`config.mk`:
```
export PLATFORM = sky130hd
export DESIGN_NAME = comm_master_n
export DESIGN_NICKNAME = d
export VERILOG_FILES = /design/src/rtl/comm_master_n.sv
export SDC_FILE = /design/constraint.sdc
export NUM_CORES = 1
export LEC_CHECK = 0
export CORE_MARGIN = 4
export CORE_UTILIZATION = 50
export DETAILED_ROUTE_END_ITERATION = 10
export MAX_ROUTING_LAYER = met4
export PLACE_DENSITY = 0.74
export SLEW_MARGIN = 25
export SYNTH_ARGS = -nofsm -noshare
export SYNTH_HDL_FRONTEND = slang
export SYNTH_SLANG_ARGS = --single-unit
```
`constraint.sdc`:
```
create_clock -name clk -period 2.18 [get_ports clk]
set_input_delay 0.654 -clock clk [delete_from_list [all_inputs] [get_ports clk]]
set_output_delay 0.654 -clock clk [all_outputs]
set_load 0.01 [all_outputs]
```
`src/rtl/comm_master_n.sv`:
```
// UART command transmitter: sends CMD_BYTES bytes MSB byte first as back-to-back 8N1 frames.
// Define COMM_CHKSUM_EN to append a frame carrying ~(modulo-256 sum of the command bytes).
module comm_master_n #(
    parameter int CMD_BYTES = 2,
    parameter int BAUD_DIV  = 2604
) (
    input  logic                   clk,
    input  logic                   rst_n,
    input  logic                   snd_cmd,
    input  logic [8*CMD_BYTES-1:0] cmd,
    output logic                   TX,
    output logic                   cmd_cmplt,
    output logic                   busy
);

`ifdef COMM_CHKSUM_EN
    localparam int NB = CMD_BYTES + 1;
`else
    localparam int NB = CMD_BYTES;
`endif
    localparam int BUF_W = 8 * NB;
    localparam int CW    = $clog2(CMD_BYTES + 1);
    localparam int BW    = $clog2(BAUD_DIV);
    localparam logic [BW-1:0] BAUD_MAX  = BW'(BAUD_DIV - 1);
    localparam logic [CW-1:0] BYTE_LAST = CW'(NB - 1);

    typedef enum logic [1:0] {IDLE, START, DATA, STOP} state_t;

    state_t             state_q, state_d;
    logic [BUF_W-1:0]   buf_q, buf_d;
    logic [CW-1:0]      byte_q, byte_d;
    logic [2:0]         bit_q, bit_d;
    logic [BW-1:0]      baud_q, baud_d;
    logic               tx_q, tx_d;
    logic               busy_q, busy_d;
    logic               cmplt_q, cmplt_d;
    logic               tick;
    logic [7:0]         top_byte;

`ifdef COMM_CHKSUM_EN
    function automatic logic [BUF_W-1:0] load_buf(input logic [8*CMD_BYTES-1:0] c);
        logic [7:0] s;
        s = 8'h00;
        for (int i = 0; i < CMD_BYTES; i++) s = s + c[8*i +: 8];
        return {c, ~s};
    endfunction
`else
    function automatic logic [BUF_W-1:0] load_buf(input logic [8*CMD_BYTES-1:0] c);
        return c;
    endfunction
`endif

    assign tick     = (baud_q == BAUD_MAX);
    assign top_byte = buf_d[BUF_W-1 -: 8];

    always_comb begin
        state_d = state_q;
        buf_d   = buf_q;
        byte_d  = byte_q;
        bit_d   = bit_q;
        baud_d  = baud_q;
        busy_d  = busy_q;
        cmplt_d = cmplt_q;
        if (state_q != IDLE) baud_d = tick ? '0 : baud_q + 1'b1;
        case (state_q)
            IDLE: begin
                if (snd_cmd) begin
                    buf_d   = load_buf(cmd);
                    cmplt_d = 1'b0;
                    busy_d  = 1'b1;
                    byte_d  = '0;
                    bit_d   = '0;
                    baud_d  = '0;
                    state_d = START;
                end
            end
            START: if (tick) state_d = DATA;
            DATA: begin
                if (tick) begin
                    if (bit_q == 3'd7) begin
                        bit_d   = '0;
                        state_d = STOP;
                    end else begin
                        bit_d = bit_q + 1'b1;
                    end
                end
            end
            STOP: begin
                if (tick) begin
                    if (byte_q == BYTE_LAST) begin
                        byte_d  = '0;
                        cmplt_d = 1'b1;
                        busy_d  = 1'b0;
                        state_d = IDLE;
                    end else begin
                        // Next byte moves into the top lane; start bit follows with no gap.
                        byte_d  = byte_q + 1'b1;
                        buf_d   = buf_q << 8;
                        state_d = START;
                    end
                end
            end
            default: state_d = IDLE;
        endcase
        case (state_d)
            START:   tx_d = 1'b0;
            DATA:    tx_d = top_byte[bit_d];
            default: tx_d = 1'b1;
        endcase
    end

    always_ff @(posedge clk or negedge rst_n) begin
        if (!rst_n) begin
            state_q <= IDLE;
            buf_q   <= '0;
            byte_q  <= '0;
            bit_q   <= '0;
            baud_q  <= '0;
            tx_q    <= 1'b1;
            busy_q  <= 1'b0;
            cmplt_q <= 1'b0;
        end else begin
            state_q <= state_d;
            buf_q   <= buf_d;
            byte_q  <= byte_d;
            bit_q   <= bit_d;
            baud_q  <= baud_d;
            tx_q    <= tx_d;
            busy_q  <= busy_d;
            cmplt_q <= cmplt_d;
        end
    end

    assign TX        = tx_q;
    assign busy      = busy_q;
    assign cmd_cmplt = cmplt_q;

endmodule

```
# After elaboration in Yosys (flattened, before gate mapping)
# Cells that the tools add are included.
# totals
register_bits,38
# op_classes
n_addsub,3
order_cmp,1
eq_ne,12
n_mux,34
reduce_logical,6
# ops
operator,count
12-bit 2-to-1 mux,4
16-bit 2-to-1 mux,3
16-bit one-hot mux with 2 select lines,1
2-bit 2-to-1 mux,8
12-bit by 1-bit adder with 12-bit output (second input constant),1
12-bit equality test (second input constant),1
3-bit 2-to-1 mux,3
1-bit 2-to-1 mux,8
2-bit != test (second input constant),4
2-bit one-hot mux with 4 select lines,1
4-bit AND reduction,2
2-bit by 1-bit equality test with 1-bit output (second input constant),3
2-bit equality test (second input constant),3
1-bit one-hot mux with 2 select lines,3
3-bit one-hot mux with 2 select lines,1
3-bit by 4-bit less-than comparator with 1-bit output (second input constant),1
2-bit one-hot mux with 2 select lines,1
2-bit nonzero test,2
3-bit by 1-bit adder with 3-bit output (second input constant),1
1-bit binary-select mux with 3-bit select,1
3-bit equality test (second input constant),1
3-bit AND reduction,1
2-bit by 1-bit adder with 2-bit output (second input constant),1
2-bit logical NOT,1

# Depth between registers and ports, before layout
# Gate-level depths: netlist (run 1).
# logic_depth
ltp_word,7
depth_mapped,12
ltp_nobuf,9

# Worst setup path before layout (run 1)
# No wires, ideal clock.
# synth_path
kind,register to register
start,register state_q[0]
end,"register tx_q, in the netlist TX"
setup_ps,88
arrival_time_ps,2219
slack_ps,-127
path_stages_with_launch,13
period_less_slack_ps,2307
cell_sequence,dfrtp_1 > inv_1 > ha_1 > clkbuf_1 > nor2b_1 > clkbuf_1 > clkbuf_1 > a22o_1 > a32oi_1 > o211ai_1 > o211ai_1 > o2111a_1 > a221oi_2
# synth_between
elab_chain_cells,5
# synth_lines
element,line_no,text
from (decl),29,"state_t state_q, state_d;"
from (signal assigned),123,state_q <= state_d;
"2-bit equality test, or another cell as far along",65,case (state_q)
"16-bit one-hot mux with 2 select lines, or another cell as far along",65,
1-bit binary-select mux with 3-bit select or 2-bit one-hot mux with 4 select lines (tied branches),"107, 65",
"1-bit 2-to-1 mux (not written as such), or another cell as far along",107,DATA: tx_d = top_byte[bit_d];
1-bit one-hot mux with 2 select lines *,105,case (state_d)
named net tx_d,34,"logic tx_q, tx_d;"
to (signal assigned),128,tx_q <= tx_d;
to (decl),34,
# The timed path passes the listed nets; every way through them passes the cells marked *. The select of a mux whose other input is x is not followed.
# A chain may end at the register's enable or synchronous reset.

# Worst setup path after layout (run 1)
# layout_path
start,register baud_q[7]
end,"register tx_q, in the netlist TX"
# layout_between
elab_chain_cells,6
# layout_lines
element,line_no,text
from (decl),33,"logic [BW-1:0] baud_q, baud_d;"
from (signal assigned),127,baud_q <= baud_d;
12-bit equality test,53,assign tick = (baud_q == BAUD_MAX);
3-bit 2-to-1 mux,79,if (tick) begin
3-bit one-hot mux with 2 select lines,65,
named net bit_d[2],32,"logic [2:0] bit_q, bit_d;"
1-bit binary-select mux with 3-bit select,107,
1-bit 2-to-1 mux (not written as such),107,
1-bit one-hot mux with 2 select lines,105,
named net tx_d,34,
# The timed path passes the listed nets, and every way through them passes these cells. The select of a mux whose other input is x is not followed.

==> metrics.cfg, run 1 <==
[yosys]
synth-edff-count=0
ys_seq_elements=38
synth.avg_cell_area_um2=9.18
synth-async-reset-ratio_pct=100
syn-instance-count=247
synth_area_um2=2270
yosys_most_used_dff=dfrtp_1
yosysWarnings=0
yosys.area.top_type=dfrtp_1
yosysMostFrequentCell=nand2_1
yosysTopAreaCellShare_pct=40.8
yosysSeqAreaShare_pct=42.0
synthDistinctLibCells=52
synth_nets=273
synth_area_leaders=dfrtp_1 41%, nand2_1 7.0%, o21ai_0 6.8%
synth_common_cells=42 x nand2_1, 37 x dfrtp_1, 31 x o21ai_0, 17 x nand3_1, 9 x clkbuf_1

[place]
hpwl_um=4130
place_ws_ps=-486
placed_area_um2=2840
portBuffers=21
dp_cells=353
place_congestion=0.847

[sta]
setup_tns_ps=-127
setup_ws_ps=-127
rsz0062_at_grt=yes
finalSetupViolCount=1
worst_pin_slew_ps=450
skew_ps=6.03
finalHoldViolations=0
slew_headroom_pct=69.9
finalCritPeriodShare_pct=106
drv_slew=0
max_freq_mhz=433
layout_min_cycle_time_ps=2310

[setup_path]
path_class=reg -> reg
critPathBufInv=1
cp-end-kind=flop
reg2reg_depth=7
crit_path_start_kind=flop
critPathTopFamily=simple AND/OR/NAND/NOR gates
cp_max_fo=3
worst_ep_arrival_time_ps=2520
cp.depth=7
slowest_stage=or4b_4
worstPathCellList=or4b_4 > nor3_4 > mux2i_1 > o21ai_2 > buf_4 > o2111a_1 > a221oi_2
critPathMaxStageDelay_ps=580
required_ps=2390

[floorplanning]
boundaryPins=22
start_util_pct=51.7
die_w_um=75.3
chipHeight_um=75.3
core.rowCount=24
die_area_um2=5680
core_um2=4380

[route]
drt-pass1-iter-count=4
drc=0
viasPerCell=5.70
wl_per_cell_um=15.5
ant_nets=0
routed_wl_um=5660
drt_iter0_markers=125
vias=2075

[layout]
nFillCells=340
final_cells=364
area_growth_pct=32.2
nets=337
finish.instance_area_um2=3000
diodes=0
drive_above_1_share_pct=26.0

[outcome]
violations=negative setup slack
outcome=complete, but fails checks

[grt]
grtUsageTotal_pct=21.9
antenna_found_initial=0
grt_max_degree=39
grt_pass1_wl_um=9070
grt_pass1_vias=1901
overflow=0

[clocking]
cts_hold_buffers=0
clk_pin_slew_ps=80
numCtsBuffers=5
clock_path_buffers=2
cts-htree-levels=2
clk_latency_ps=300
clock-sinks=38
cts_tree=yes
cts-root-buf=clkbuf_8

[hold_path]
hp-class=in -> async

[power_and_ir_drop]
peakVddDrop_uv=302
power.leakage_uw=0.00132
power.density_nw_per_um2=452

[run]
cap_violations=0

final cells by class:
cell class / instances / area, um2 / share of cell area, %
repair buffers: 69 / 577 / 19.2
well taps: 52 / 65.1 / 2.17
clock inverters: 3 / 40.0 / 1.34
clock buffers: 5 / 68.8 / 2.30
multi-input cells: 189 / 1260 / 42.1
flip-flops and latches: 38 / 956 / 31.9
inverters: 8 / 30.0 / 1.00
where the power goes:
group	internal, uW	total (uW)	switching [uW]
Sequential	704	704	0
Clock	337	592	255
Combinational	35.4	60.3	24.9
Total	1080	1360	280
path summary, 6_finish.rpt:
check                                      start                     to  slack [ps]
setup / recovery             baud_q[7]$_DFF_PN0_           TX$_DFF_PN1_        -130
hold / removal                             rst_n    baud_q[1]$_DFF_PN0_         310
setup reg to reg             baud_q[7]$_DFF_PN0_           TX$_DFF_PN1_        -130
hold reg to reg            byte_q[1]$_DFFE_PN0P_  byte_q[1]$_DFFE_PN0P_         490
max in group asynchronous                  rst_n           TX$_DFF_PN1_        1610
min in group clk           byte_q[1]$_DFFE_PN0P_  byte_q[1]$_DFFE_PN0P_         490
worst reg2reg max path: stages, from the launching register on:
cell and delay, ps:
dfrtp_2 430, or4b_4 580, nor3_4 270, mux2i_1 280, o21ai_2 110, buf_4 140
o2111a_1 230, a221oi_2 180
cell families (layout without fill, tap and decap cells):
kind of cell / after synthesis / after routing / share of synthesized area, %
mux: 8 / 8 / 3.70
fa+ha+maj: 7 / 7 / 3.86
compound gates: 72 / 72 / 20.9
buf+inv: 20 / 85 / 3.64
flops: 38 / 38 / 42.0
simple gates: 99 / 99 / 24.7
xor+xnor: 3 / 3 / 1.16
routing by layer:
layer / part of all wire (%) / track usage [%] / routed length (um) / vias to the layer above
met5: 0 / - / 0 / -
met4: 1.0 / 5.24 / 59 / 0
met3: 3.9 / 4.35 / 218 / 6
met2: 47 / 33.3 / 2680 / 45
met1: 48 / 30.5 / 2700 / 996
li1: - / - / - / 1028
through the flow:
stage | total power, uW | util (%) | hold slack (ps)
floorplan | 726 | - | 358
global placement | 779 | 64.7 | 477
detailed placement | 780 | 64.7 | 481
CTS | 1370 | 68.0 | 316
global route | 1410 | 68.4 | 315
finish | 1360 | 68.4 | 311
flip-flops by register name (all words and copies together) (netlist names):
register and count:
TX 1, baud_q 12, bit_q 3, buf_q 16, busy 1, byte_q 2
cmd_cmplt 1, state_q 2
cells in the final DEF (no fill, tap or decap), types with 3 or more instances in the layout:
| master | count |
|---|---|
| buf_4 | 47 |
| nand2_1 | 42 |
| dfrtp_1 | 34 |
| o21ai_0 | 30 |
| clkdlybuf4s50_1 | 19 |
| nand3_1 | 17 |
| inv_1 | 8 |
| nor2_1 | 7 |
| a21oi_1 | 7 |
| a221o_1 | 6 |
| ha_1 | 6 |
| mux2i_1 | 5 |
| and3_1 | 5 |
| o211ai_1 | 5 |
| clkbuf_8 | 5 |
| nor2b_1 | 4 |
| a22oi_1 | 4 |
| a22o_1 | 4 |
| nand2b_1 | 3 |
| mux2_2 | 3 |
| dfrtp_2 | 3 |
repair_timing:
action                                  4_1_cts  5_1_grt
endpoints found under the setup margin        1        9
gates resized for setup                       7        5
pin swaps                                     0        4
buffers inserted                              2        1
Power figures use the tool's default switching activity.
==> inputs of run 2 (changes only) <==
Settings changed: CTS_CLUSTER_SIZE set to 30, REMOVE_ABC_BUFFERS set to 1.
==> run 2 against run 1 <==
The run still ends with negative setup slack left. Non-clock buffer count rose by 5. Wire length fell by 1.6%. Cell area rose by 0.21%. Flip-flop and latch count did not move. Maximum frequency rose by 5.1%. Sequential power barely moved. Register-to-register slack improved by 110 ps. Core utilization rose by 0.14 points. First-iteration DRC count rose by 7.2%. Critical path depth did not move. Final cell count rose by 1.4%.
==> metrics.cfg, run 2 (same netlist as run 1, synthesis figures left out) <==
[outcome]
outcome=complete, but fails checks
violations=negative setup slack

[sta]
finalSetupViolCount=1  ; unchanged
worst_pin_slew_ps=479  ; +29.0 ps
setup_ws_ps=-15.1  ; +112 ps
skew_ps=5.62  ; -0.405 ps
rsz0062_at_grt=yes
finalCritPeriodShare_pct=101  ; -5.1 points
layout_min_cycle_time_ps=2200  ; -112 ps
drv_slew=0  ; unchanged
max_freq_mhz=456  ; +5.1%
setup_tns_ps=-15.1  ; +112 ps
slew_headroom_pct=68.0  ; -1.8 points
holdWs_ps=407  ; +96.1 ps
finalHoldViolations=0  ; unchanged

[place]
place_congestion=0.832  ; -1.8%
portBuffers=21  ; unchanged
hpwl_um=4080  ; -1.4%
place_ws_ps=-423  ; +63.0 ps

[route]
routed_wl_um=5570  ; -1.6%
wl_per_cell_um=15.1  ; -2.9%
ant_nets=0  ; unchanged
top_layer=met4
dr_wl_met3_um=190  ; -13%
met1Wirelength_um=2840  ; +5.1%
viasPerCell=5.59  ; -2.0%
wl_met2_um=2510  ; -6.3%
drc=0  ; unchanged
vias=2062  ; -0.63%
drt-pass1-iter-count=4  ; unchanged
drt_iter0_markers=134  ; +7.2%

[clocking]
cts-root-buf=clkbuf_8
cts-htree-levels=2  ; unchanged
cts_tree=yes
clock-sinks=38  ; unchanged
cts_hold_buffers=0  ; unchanged
clock_path_buffers=2  ; unchanged
numCtsBuffers=5  ; unchanged
clk_pin_slew_ps=80  ; about the same
clk_latency_ps=290  ; about the same

[grt]
grt_pass1_vias=1976  ; +3.9%
antenna_found_initial=0  ; unchanged
grtUsageTotal_pct=23.1  ; +1.2 points
overflow=0  ; unchanged
grt_pass1_wl_um=9670  ; +6.6%
grt_max_degree=39  ; unchanged

[layout]
final-seq-area_um2=953  ; -0.26%
mostFrequentLayoutCells=49 x buf_4, 42 x nand2_1, 36 x dfrtp_1
final_common_cell=buf_4
top_regs=buf_q (16), baud_q (12), bit_q (3)
nFillCells=347  ; +2.1%
largest_reg_flops=16  ; unchanged
multi_input_comb_area_um2=1250  ; -0.60%
diodes=0  ; unchanged
final_util_pct=68.5  ; +0.14 points
nets=342  ; +1.5%
area_growth_pct=32.5
largest-register=buf_q
drive_above_1_share_pct=25.9  ; -0.094 points

[setup_path]
cp-end-kind=flop
worst_ep_arrival_time_ps=2410  ; -110 ps
crit_path_start_kind=flop
required_ps=2390  ; about the same
critPathMaxStageDelay_ps=590  ; about the same
rr_endpoint=TX$_DFF_PN1_
cp_max_fo=3  ; unchanged
r2r_start=baud_q[4]$_DFF_PN0_
ff2ff_setup_slack_ps=-20  ; +110 ps
slowest_stage=or4b_4
path_class=reg -> reg
critPathBufInv=1  ; unchanged
critPathTopFamily=simple AND/OR/NAND/NOR gates
reg2reg_depth=7  ; unchanged
worstPathCellList=or4b_4 > nor3_4 > mux2i_1 > o21ai_2 > buf_4 > o2111a_1 > a221oi_2

[floorplanning]
core.rowCount=24  ; unchanged
die_area_um2=5680  ; unchanged
start_util_pct=51.7  ; unchanged
die_w_um=75.3  ; unchanged
core_um2=4380  ; unchanged
boundaryPins=22  ; unchanged
chipHeight_um=75.3  ; unchanged

[hold_path]
hp-class=in -> async

[power_and_ir_drop]
power.leakage_uw=0.00134  ; +1.9%
total_power_uw=1270  ; -6.2%
peakVddDrop_uv=308  ; +1.9%
power.density_nw_per_um2=423  ; -6.4%

[run]
cap_violations=0  ; unchanged

## run 2: worst max path at each step
stage / startpoint / to / slack (ps) / depth (start not counted)
after global placement: snd_cmd / TX$_DFF_PN1_ / -400 / 8
after CTS: baud_q[4]$_DFF_PN0_ / TX$_DFF_PN1_ / -30 / 7
final: baud_q[4]$_DFF_PN0_ / TX$_DFF_PN1_ / -20 / 7
after global routing: baud_q[4]$_DFF_PN0_ / TX$_DFF_PN1_ / -140 / 7
after detailed placement: snd_cmd / TX$_DFF_PN1_ / -420 / 8
after floorplan: state_q[0]$_DFF_PN0_ / TX$_DFF_PN1_ / -380 / 8
## run 2: area by class of cell
class	instances	area share (%)
multi-input combinational	189	41.7
timing repair buffer	74	20.3
sequential	38	31.7
inverter	8	1.00
tap	52	2.17
clock buffer	7	2.87
clock inverter	1	0.167
## run 2: per-stage QoR
| stage | instances | area, um2 |
|---|---|---|
| floorplan | 235 | 2210 |
| global placement | 357 | 2850 |
| detailed placement | 357 | 2850 |
| CTS | 368 | 2980 |
| global route | 369 | 3000 |
| finish | 369 | 3000 |
## run 2: timing repair
item                                    in CTS  in global routing
endpoints found under the setup margin       1                 11
endpoints found under the hold margin        0                  0
buffers inserted                             2                  1
gates resized for setup                      9                  6
gates cloned                                 1                  0
## run 2: report_power, final
part           internal (uW)  leakage, uW  switching (uW)
combinational           34.5     0.000827            25.3
clock                    255    0.0000482             252
sequential               704     0.000469               0
## run 2: routing by layer
metal	vias up	GRT usage, %
met1	977	34.4
met2	40	32.3
met4	0	7.18
met5	-	-
met3	3	3.56
li1	1042	-
==> edit, RTL diff (flow settings as in run 2) <==
Remove the register `tx_q`: a continuous assignment takes its place, so the output `TX` follows one clock earlier.
--- a/src/rtl/comm_master_n.sv
+++ b/src/rtl/comm_master_n.sv
@@ -116,7 +116,6 @@
             byte_q  <= '0;
             bit_q   <= '0;
             baud_q  <= '0;
-            tx_q    <= 1'b1;
             busy_q  <= 1'b0;
             cmplt_q <= 1'b0;
         end else begin
@@ -125,11 +124,12 @@
             byte_q  <= byte_d;
             bit_q   <= bit_d;
             baud_q  <= baud_d;
-            tx_q    <= tx_d;
             busy_q  <= busy_d;
             cmplt_q <= cmplt_d;
         end
     end
+
+    assign tx_q = tx_d;
 
     assign TX        = tx_q;
     assign busy      = busy_q;
Function: changed (Yosys sat finds a counterexample within 4 cycles, from zero or initial values and one cycle with rst_n low).
==> edit against run 2 <==
The run still ends with setup timing left. Synthesized area decreased by 1.2%. Sequential cell count down 1. Power is 3.7% lower. Final area rose by 2.8%. Sequential share of layout area is 1.7 points lower. Routed wire length is 4.8% higher. Cell count is 3.5% higher. Combinational power grew 6.5%. Setup slack worse by 1100 ps. Core utilization up 2.4 points.
==> edit: results (changes against run 2) <==
----------------------------------------------------
[Outcome]
  Run status ... finished, violations left
  Violated checks ... setup timing

[Detailed routing]
  Number of violations reported at the end of detailed-routing iteration 0 ... 167 (+25%)

[GRT]
  Via count of the first global-routing pass ... 2035 (+3.0%)
  Maximum number of pins on one net before global-route repair ... 21 (-46%)

[Synthesis]
  Count of different cell masters after synthesis ... 51 (-1.9%)
  Synth top area cells ... dfrtp_1, nand2_1, o21ai_0
  Multiplexer share of the synthesized area ... 3.74% (+0.043 points)
  Share of the yosys chip area belonging to registers ... 41.3% (-0.68 points)
  Average cell area after synthesis ... 9.11 um2 (-0.76%)

[Placed design]
  Worst slack, placed ... -1670 ps (-1250 ps)
  Placed cell area ... 2930 um2 (+2.7%)
  Post-placement cell count ... 368 (+3.1%)
  Routability Congestion ... 0.851 (+2.2%)

[Final layout]
  Count of flip-flops and latches ... 37 (-2.6%)
  Non-Filler Cell Area, Final ... 3090 um2 (+2.8%)
  Final std cells w/o fill ... 382 (+3.5%)
  Count of plain and timing-repair buffers ... 88 (+19%)
  Share of final layout cell area taken by non-clock buffers ... 23.2% (+2.9 points)
  Multi-input gate area in the final layout ... 1260 um2 (+0.60%)

[STA]
  Total setup violations reported at the end of the flow ... 1 (unchanged)
  Setup slack of the critical path after layout ... -1100 ps (-1080 ps)
  Fin Setup TNS ... -1100 ps (-1080 ps)

[Worst setup path]
  Delay of the slowest cell on the worst path ... 450 ps (-140 ps)
  Slowest stage cell, crit path ... dfrtp_2
  Crit path arrival time ... 2620 ps (+210 ps)
  Timing startpoint of the critical path ... baud_q[7]$_DFF_PN0_

----------------------------------------------------
edit: cell count changes after synthesis:
cell / before / now
dfstp_2: 1 / 0
edit: how the worst min path moves through the flow:
stage / startpoint / endpoint / slack [ps] / cells after the start
6_report: rst_n / baud_q[3]$_DFF_PN0_ / 290 / 1
3_5_place_dp: buf_q[0]$_DFFE_PN0P_ / buf_q[0]$_DFFE_PN0P_ / 480 / 2
2_1_floorplan: rst_n / baud_q[0]$_DFF_PN0_ / 360 / 0
4_1_cts: rst_n / baud_q[3]$_DFF_PN0_ / 310 / 1
3_3_place_gp: buf_q[2]$_DFFE_PN0P_ / buf_q[2]$_DFFE_PN0P_ / 470 / 2
5_1_grt: rst_n / baud_q[3]$_DFF_PN0_ / 320 / 1
edit: power by group:
part / total [mW] / internal [mW] / switching (mW)
clock network: 0.475 / 0.221 / 0.255
logic: 0.0637 / 0.0382 / 0.0255
registers: 0.686 / 0.686 / 0
